File: src/rtl/piso_ctrl_pkg.sv
// rtl/piso_ctrl_pkg.sv - shared state encoding and parameter defaults for the PISO controller
package piso_ctrl_pkg;

    typedef enum logic [1:0] {
        ST_IDLE  = 2'd0,
        ST_SHIFT = 2'd1,
        ST_GAP   = 2'd2
    } state_e;

    localparam int DEF_WIDTH = 8;
    localparam int DEF_GAP   = 1;
    localparam int GAP_CW    = 4;

endpackage

File: src/rtl/piso_bit_counter.sv
// rtl/piso_bit_counter.sv - loadable saturating down-counter used for bit and gap timing
module piso_bit_counter #(
    parameter int CW = 4
) (
    input  logic          clk,
    input  logic          reset,
    input  logic          clr_i,
    input  logic          load_i,
    input  logic          dec_i,
    input  logic [CW-1:0] load_val_i,
    output logic [CW-1:0] count_o
);

    logic [CW-1:0] cnt_q, cnt_d;

    // Decrement stops at zero so the count never wraps.
    always_comb begin
        cnt_d = cnt_q;
        if (clr_i)
            cnt_d = '0;
        else if (load_i)
            cnt_d = load_val_i;
        else if (dec_i && (cnt_q != '0))
            cnt_d = cnt_q - 1'b1;
    end

    always_ff @(posedge clk or posedge reset) begin
        if (reset)
            cnt_q <= '0;
        else
            cnt_q <= cnt_d;
    end

    assign count_o = cnt_q;

endmodule

File: src/rtl/piso_shift_ctrl.sv
// rtl/piso_shift_ctrl.sv - parallel-in serial-out shifter with abortable frames and inter-frame gap
module piso_shift_ctrl
    import piso_ctrl_pkg::*;
#(
    parameter int WIDTH = DEF_WIDTH,
    parameter int GAP   = DEF_GAP
) (
    input  logic             clk,
    input  logic             reset,
    input  logic [WIDTH-1:0] in_data,
    input  logic             in_valid,
    output logic             in_ready,
    input  logic             abort,
    output logic             serial_out,
    output logic             frame,
    output logic             done,
    output logic             busy
);

    localparam int                CW       = $clog2(WIDTH + 1);
    localparam logic [CW-1:0]     BIT_LOAD = CW'(WIDTH - 1);
    localparam logic [GAP_CW-1:0] GAP_LOAD = (GAP > 0) ? GAP_CW'(GAP - 1) : '0;

    state_e             state_q, state_d;
    logic [WIDTH-1:0]   shift_q, shift_d;
    logic [CW-1:0]      bit_cnt;
    logic [GAP_CW-1:0]  gap_cnt;
    logic               accept, bit_zero, gap_zero;
    logic               in_shift, in_gap;

    assign in_shift = (state_q == ST_SHIFT);
    assign in_gap   = (state_q == ST_GAP);
    assign accept   = in_valid & in_ready;
    assign bit_zero = (bit_cnt == '0);
    assign gap_zero = (gap_cnt == '0);

    always_comb begin
        state_d = state_q;
        shift_d = shift_q;
        case (state_q)
            ST_IDLE: begin
                if (accept) begin
                    state_d = ST_SHIFT;
                    shift_d = in_data;
                end
            end
            ST_SHIFT: begin
                if (abort) begin
                    state_d = ST_IDLE;
                    shift_d = '0;
                end else begin
                    shift_d = shift_q << 1;
                    if (bit_zero)
                        state_d = (GAP == 0) ? ST_IDLE : ST_GAP;
                end
            end
            ST_GAP: begin
                if (abort || gap_zero)
                    state_d = ST_IDLE;
            end
            default: begin
                state_d = ST_IDLE;
                shift_d = '0;
            end
        endcase
    end

    always_ff @(posedge clk or posedge reset) begin
        if (reset) begin
            state_q <= ST_IDLE;
            shift_q <= '0;
        end else begin
            state_q <= state_d;
            shift_q <= shift_d;
        end
    end

    piso_bit_counter #(.CW(CW)) u_bit_cnt (
        .clk        (clk),
        .reset      (reset),
        .clr_i      (abort & busy),
        .load_i     (accept),
        .dec_i      (in_shift & ~abort),
        .load_val_i (BIT_LOAD),
        .count_o    (bit_cnt)
    );

    // Gap counter is armed on the bit-0 cycle so GAP state lasts exactly GAP cycles.
    piso_bit_counter #(.CW(GAP_CW)) u_gap_cnt (
        .clk        (clk),
        .reset      (reset),
        .clr_i      (abort & busy),
        .load_i     (in_shift & bit_zero & ~abort),
        .dec_i      (in_gap & ~abort),
        .load_val_i (GAP_LOAD),
        .count_o    (gap_cnt)
    );

    assign in_ready   = (state_q == ST_IDLE) & ~abort;
    assign busy       = (state_q != ST_IDLE);
    assign frame      = in_shift;
    assign serial_out = in_shift & shift_q[WIDTH-1];
    assign done       = in_shift & bit_zero & ~abort;

endmodule

File: config.mk
export PLATFORM = sky130hd
export DESIGN_NAME = piso_shift_ctrl
export DESIGN_NICKNAME = d
export VERILOG_FILES = /design/src/rtl/piso_ctrl_pkg.sv /design/src/rtl/piso_bit_counter.sv /design/src/rtl/piso_shift_ctrl.sv
export SDC_FILE = /design/constraint.sdc
export NUM_CORES = 1
export LEC_CHECK = 0
export CORE_MARGIN = 3
export CORE_UTILIZATION = 50
export CTS_BUF_LIST = sky130_fd_sc_hd__clkbuf_4 sky130_fd_sc_hd__clkbuf_8
export DETAILED_ROUTE_END_ITERATION = 6
export DONT_BUFFER_PORTS = 1
export GPL_TIMING_DRIVEN = 1
export PLACE_DENSITY_LB_ADDON = 0.2
export SLEW_MARGIN = 20
export SYNTH_ARGS = -nofsm -noshare
export SYNTH_HDL_FRONTEND = slang
export SYNTH_SLANG_ARGS = --single-unit
export TNS_END_PERCENT = 1
File: constraint.sdc
create_clock -name clk -period 3.4 [get_ports clk]
set_input_delay 0.17 -clock clk [delete_from_list [all_inputs] [get_ports clk]]
set_output_delay 0.17 -clock clk [all_outputs]
set_load 0.005 [all_outputs]
==> Yosys cells after proc, flatten, opt, wreduce, memory -nomap -nowiden <==
Cells that the tools add are included.
{ "op_classes": {"bitwise_logic": 10, "n_eq_ne": 5, "muxes": 14, "reduce_logical": 13, "add_sub_neg": 2} }
{ "op_table": {"columns": ["operator", "count"], "rows": [
  ["4-bit 2-to-1 mux", 6],
  ["8-bit one-hot mux with 3 select lines", 1],
  ["8-bit 2-to-1 mux", 2],
  ["1-bit bitwise AND", 8],
  ["4-bit zero test", 2],
  ["2-bit 2-to-1 mux", 4],
  ["4-bit nonzero test", 2],
  ["4-bit by 1-bit subtractor with 4-bit output (second input constant)", 2],
  ["2-bit one-hot mux with 3 select lines", 1],
  ["3-bit nonzero test", 2],
  ["3-bit inequality test (second input constant)", 1],
  ["3-bit AND reduction", 1],
  ["2-bit by 1-bit equality test with 1-bit output (second input constant)", 1],
  ["2-bit equality test (second input constant)", 1],
  ["1-bit logical AND", 2],
  ["2-bit zero test", 1],
  ["2-bit by 1-bit inequality test with 1-bit output (second input constant)", 1],
  ["2-bit inequality test (second input constant)", 1],
  ["1-bit inverter", 2],
  ["2-bit AND reduction", 1],
  ["2-bit nonzero test", 1],
  ["1-bit logical OR", 1]
]} }
{ "word_totals": {"elab_cells": 48, "regBits": 18, "in_bits": 12} }

==> Logic depth before layout (Yosys ltp) <==
{ "depth": {"word_depth": 6, "mapped_depth": 6, "depth_no_buf": 6} }

==> Modules after synthesis <==
A second synthesis with hierarchy kept.
{ "unflattened": {"cells_unflattened": 109, "area_unflattened_um2": 1159.9} }
{ "modules_own_cells": {"columns": ["mod", "area_per_inst_um2", "instances", "cells_per_inst", "seq_area_each_um2"], "rows": [
  ["piso_bit_counter", 299.0, 2, 31, 100.1],
  ["piso_shift_ctrl", 561.8, 1, 47, 250.2]
]} }

==> Least setup slack after synthesis <==
OpenSTA, ideal clock, no wires.
{ "synth_path": {"path_kind": "reg2reg", "startpoint": "reg u_bit_cnt.cnt_q[0] (netlist: u_bit_cnt.count_o[0])", "endpoint": "reg u_bit_cnt.cnt_q[0] (netlist: u_bit_cnt.count_o[0])", "setup_slack_ns": 1.943, "path_stages_with_launch": 7, "t_arrival_ns": 1.318, "period_less_slack_ns": 1.457, "n_path_buf": 0, "t_required_ns": 3.261, "setup_ns": 0.139, "path_cell_list": "dfrtp_1 -> inv_1 -> ha_1 -> nor3b_1 -> nand2b_1 -> xnor2_1 -> o221ai_1"} }
{ "synth_via": {"elab_chain_cells": 4, "word_cells_on_any_way": 7} }
{ "synth_lines": {"columns": ["item", "line_no", "text"], "rows": [
  ["from (decl)", "piso_bit_counter.sv:14", "logic [CW-1:0] cnt_q, cnt_d;"],
  ["from (signal assigned)", "piso_bit_counter.sv:31", "cnt_q <= cnt_d;"],
  ["4-bit by 1-bit subtractor with 4-bit output", "piso_bit_counter.sv:24", "cnt_d = cnt_q - 1'b1;"],
  ["4-bit 2-to-1 mux", "piso_bit_counter.sv:23", "else if (dec_i && (cnt_q != '0))"],
  ["4-bit 2-to-1 mux", "piso_bit_counter.sv:21", "else if (load_i)"],
  ["4-bit 2-to-1 mux", "piso_bit_counter.sv:19", "if (clr_i)"]
]} }
Several ways; a longest one is shown, not always the timed one. The select of a mux whose other input is x is not followed.
A chain may end at the register's enable or synchronous reset.

==> Final worst setup path <==
{ "layout_path": {"startpoint": "reg state_q[0]", "endpoint": "out in_ready"} }
{ "layout_via": {"elab_chain_cells": 2} }
{ "layout_lines": {"columns": ["item", "line_no", "text"], "rows": [
  ["from (decl)", "piso_shift_ctrl.sv:24", "state_e state_q, state_d;"],
  ["from (signal assigned)", "piso_shift_ctrl.sv:73", "state_q <= state_d;"],
  ["2-bit zero test", "piso_shift_ctrl.sv:99", "assign in_ready = (state_q == ST_IDLE) & ~abort;"],
  ["1-bit bitwise AND", "piso_shift_ctrl.sv:99", null],
  ["to (decl)", "piso_shift_ctrl.sv:12", "output logic in_ready,"]
]} }
No other way between the ends.

==> metrics.txt <==
Hold WC Path Type primary input to register; most frequent CP cell nor2_1; routed wire length 1590 um; post-synth net total 118; Area growth, synth to finish 7.34%; Cell Area, Synth 937 um^2; Synth Warn # 0; critical path, cell by cell nor2_1 > inv_1 > nor2_1; Post-Synth Adder-Cell Area 4.01%; total grt overflow 0; # resized after CTS 0; mux share of post-synthesis cell area 2.14%; clk root buf clkbuf_4; worst clock skew 0.000721 ns; area share of the largest cell type after synthesis 48.1%; first-pass detailed-route iteration total 4; CTS Hold Bufs 2; final std cells w/o fill 130; Reg power frac 53.6%; Antenna Diode Count 0; r2r setup slk 1.62 ns; Cell Int Power 0.000368 W; critical path class register to output port; # DRC 0; Hold Fails Final Rpt 0; area leader, netlist dfrtp_1; largest net degree at the start of global routing 19; Critical Path Stages 3; post-CTS setup buffers 0; Worst Hold Launch abort; initial antenna violation count 0; PD cells 525 nW/um^2; initial core utilization 53.7%; Tot GR Track Use 15.8%; dpl cells 124; Critical Path RT 3.23 ns; most common cell after layout, fill and taps aside dfrtp_1; Die Ht 49.3 um; Worst Setup EP in_ready; vias in the first global route 699; antenna-violating nets left 0; Die X 49.3 um; measured slew at the worst slew-check pin 0.746 ns; synthesized instance count 103; Setup crit start kind register; RSZ-0062 raised after global routing no; post-synth cell types 26; Ports 17; R2R depth 4; multi-input logic area 434 um^2; global-route wire length before repair 2950 um; CTS Buffer Depth 2; CP bufs+invs 1; sequential cell area 450 um^2; full die area 2430 um^2; simple-gate area share of the yosys netlist 22.8%; Final Instance Area 1010 um^2; commonest cells after routing, fill and taps aside 18 x dfrtp_1, 17 x nand2_1, 9 x inv_1, 8 x o21ai_0, 7 x a22oi_1; delay-heaviest family, CP simple AND/OR/NAND/NOR gates; Tcrit/Tclk final 54.4%; Filler Cells Inserted 167; Core ar. 1750 um^2; Avg Vias per Cell 5.33; CP max-delay cell nor2_1; slew margin rel. 50.0%; Clk pwr share 24.2%; Sw Share 30.3%; sequential share of the synthesized area 48.1%; largest family of logic cells by synthesized area simple AND/OR/NAND/NOR gates; Compound-Gate Fraction of Synth Area 15.5%; top post-synthesis cells by area dfrtp_1 48%, nand2_1 6.8%, a22oi_1 5.6%, o21ai_0 4.3%, ha_1 4.0%; vias 693; initial drt markers 16; TritonCTS clock tree done; r2r endpoint u_bit_cnt.count_o[0]; min Tclk post-route 1.85 ns; Yosys reg bits 18; Worst setup EP type output port; final setup fails 0; CTS HTree Levels 1; f_max 0.541 GHz; Routed WL per cell 12.3 um; CTS sink count 18; TNS Setup 0 ns; layout cell share with drive strength beyond 1 5.71%; Worst Setup SP state_q[0]; worst-skew pair later-pin latency 0.28 ns; Synth Area in XOR/XNOR 1.87%; CTS clk-pin slew, worst paths 0.10 ns; MaxCap Viol Count 0; CP Data Arrival Time 1.68 ns; Placer Congestion 0.782; Psw 0.000160 W; Final #Nets 121; num rows 15; Pleak 0.461 nW; status finished clean; slowest stage delay, CP 0.58 ns; Avg Synthesized Cell Area 9.10 um^2; VDD IR-drop max 0.295 mV; placed cell area 950 um^2; hpwl dp 1220 um; Final Max Slew Viols 0; Comb pwr share 22.1%; CTS buffer count 3; crit-path max FO 11; R2R Path Start state_q[0]; IO Port Bufs 0
==> through the flow <==
step	setup WS (ns)	power, W	hold slack (ns)	util, %
2_1_floorplan	1.94	0.000380	0.109	-
3_3_place_gp	1.70	0.000400	0.192	54.4
4_1_cts	1.54	0.000536	0.0259	57.6
6_report	1.55	0.000528	0.0400	57.6
3_5_place_dp	1.63	0.000405	0.203	54.4
5_1_grt	1.36	0.000577	0.0439	57.6
==> cell usage after synthesis <==
cell type,count
nand3_1,2
ha_1,3
nor3b_2,2
nor2_1,6
or3_1,1
o21ai_1,1
and2_1,1
nor2b_1,2
xnor2_1,2
clkbuf_1,1
dfrtp_1,18
nand4b_1,1
mux2i_1,2
nand3b_1,2
nor3_1,2
o221ai_1,1
inv_1,9
a22oi_1,7
nor3b_1,2
a21oi_1,6
nand2_1,17
buf_2,3
nand2b_1,2
o21ai_0,8
o311ai_0,1
or2_0,1
==> flip-flops by register name (all words and copies together) (netlist names) <==
name,count
u_gap_cnt.count_o,4
u_bit_cnt.count_o,4
shift_q,8
state_q,2
==> final cells by class <==
type,count,share of cell area (%)
well taps,25,3.11
clock buffers,4,3.61
multi-input cells,72,43.2
repair buffers,2,1.99
flip-flops and latches,18,44.8
inverters,9,3.36
==> per-layer routing <==
layer  track usage [%]  part of all wire [%]
met4              7.11                  0.56
met2              24.8                    48
met5                 0                     0
met1              20.1                    47
met3              4.59                   4.3
==> kinds of logic after synthesis <==
group / count (synthesis)
AOI/OAI and AO/OA: 24
xor gates and xnor gates: 2
adders and majority gates: 3
buffers and inverters: 13
DFF: 18
muxes: 2
and+or+nand+nor: 41
==> power groups by stage <==
stage / registers, W / logic [W] / clock network, W
detailed placement: 0.000288 / 0.000118 / 0
CTS: 0.000283 / 0.000120 / 0.000134
finish: 0.000283 / 0.000117 / 0.000128
floorplan: 0.000280 / 0.000100 / 0
global route: 0.000290 / 0.000141 / 0.000145
global placement: 0.000286 / 0.000114 / 0
==> how the worst min path moves through the flow <==
stage / endpoint / slack [ns] / depth (start not counted)
after detailed placement: u_gap_cnt.count_o[1] / 0.20 / 1
after global routing: shift_q[0] / 0.04 / 2
after CTS: u_bit_cnt.count_o[1] / 0.03 / 1
after global placement: u_gap_cnt.count_o[1] / 0.19 / 1
final: u_bit_cnt.count_o[1] / 0.04 / 1
after floorplan: shift_q[0] / 0.11 / 1
No activity file was read; power rests on OpenSTA's default activity.
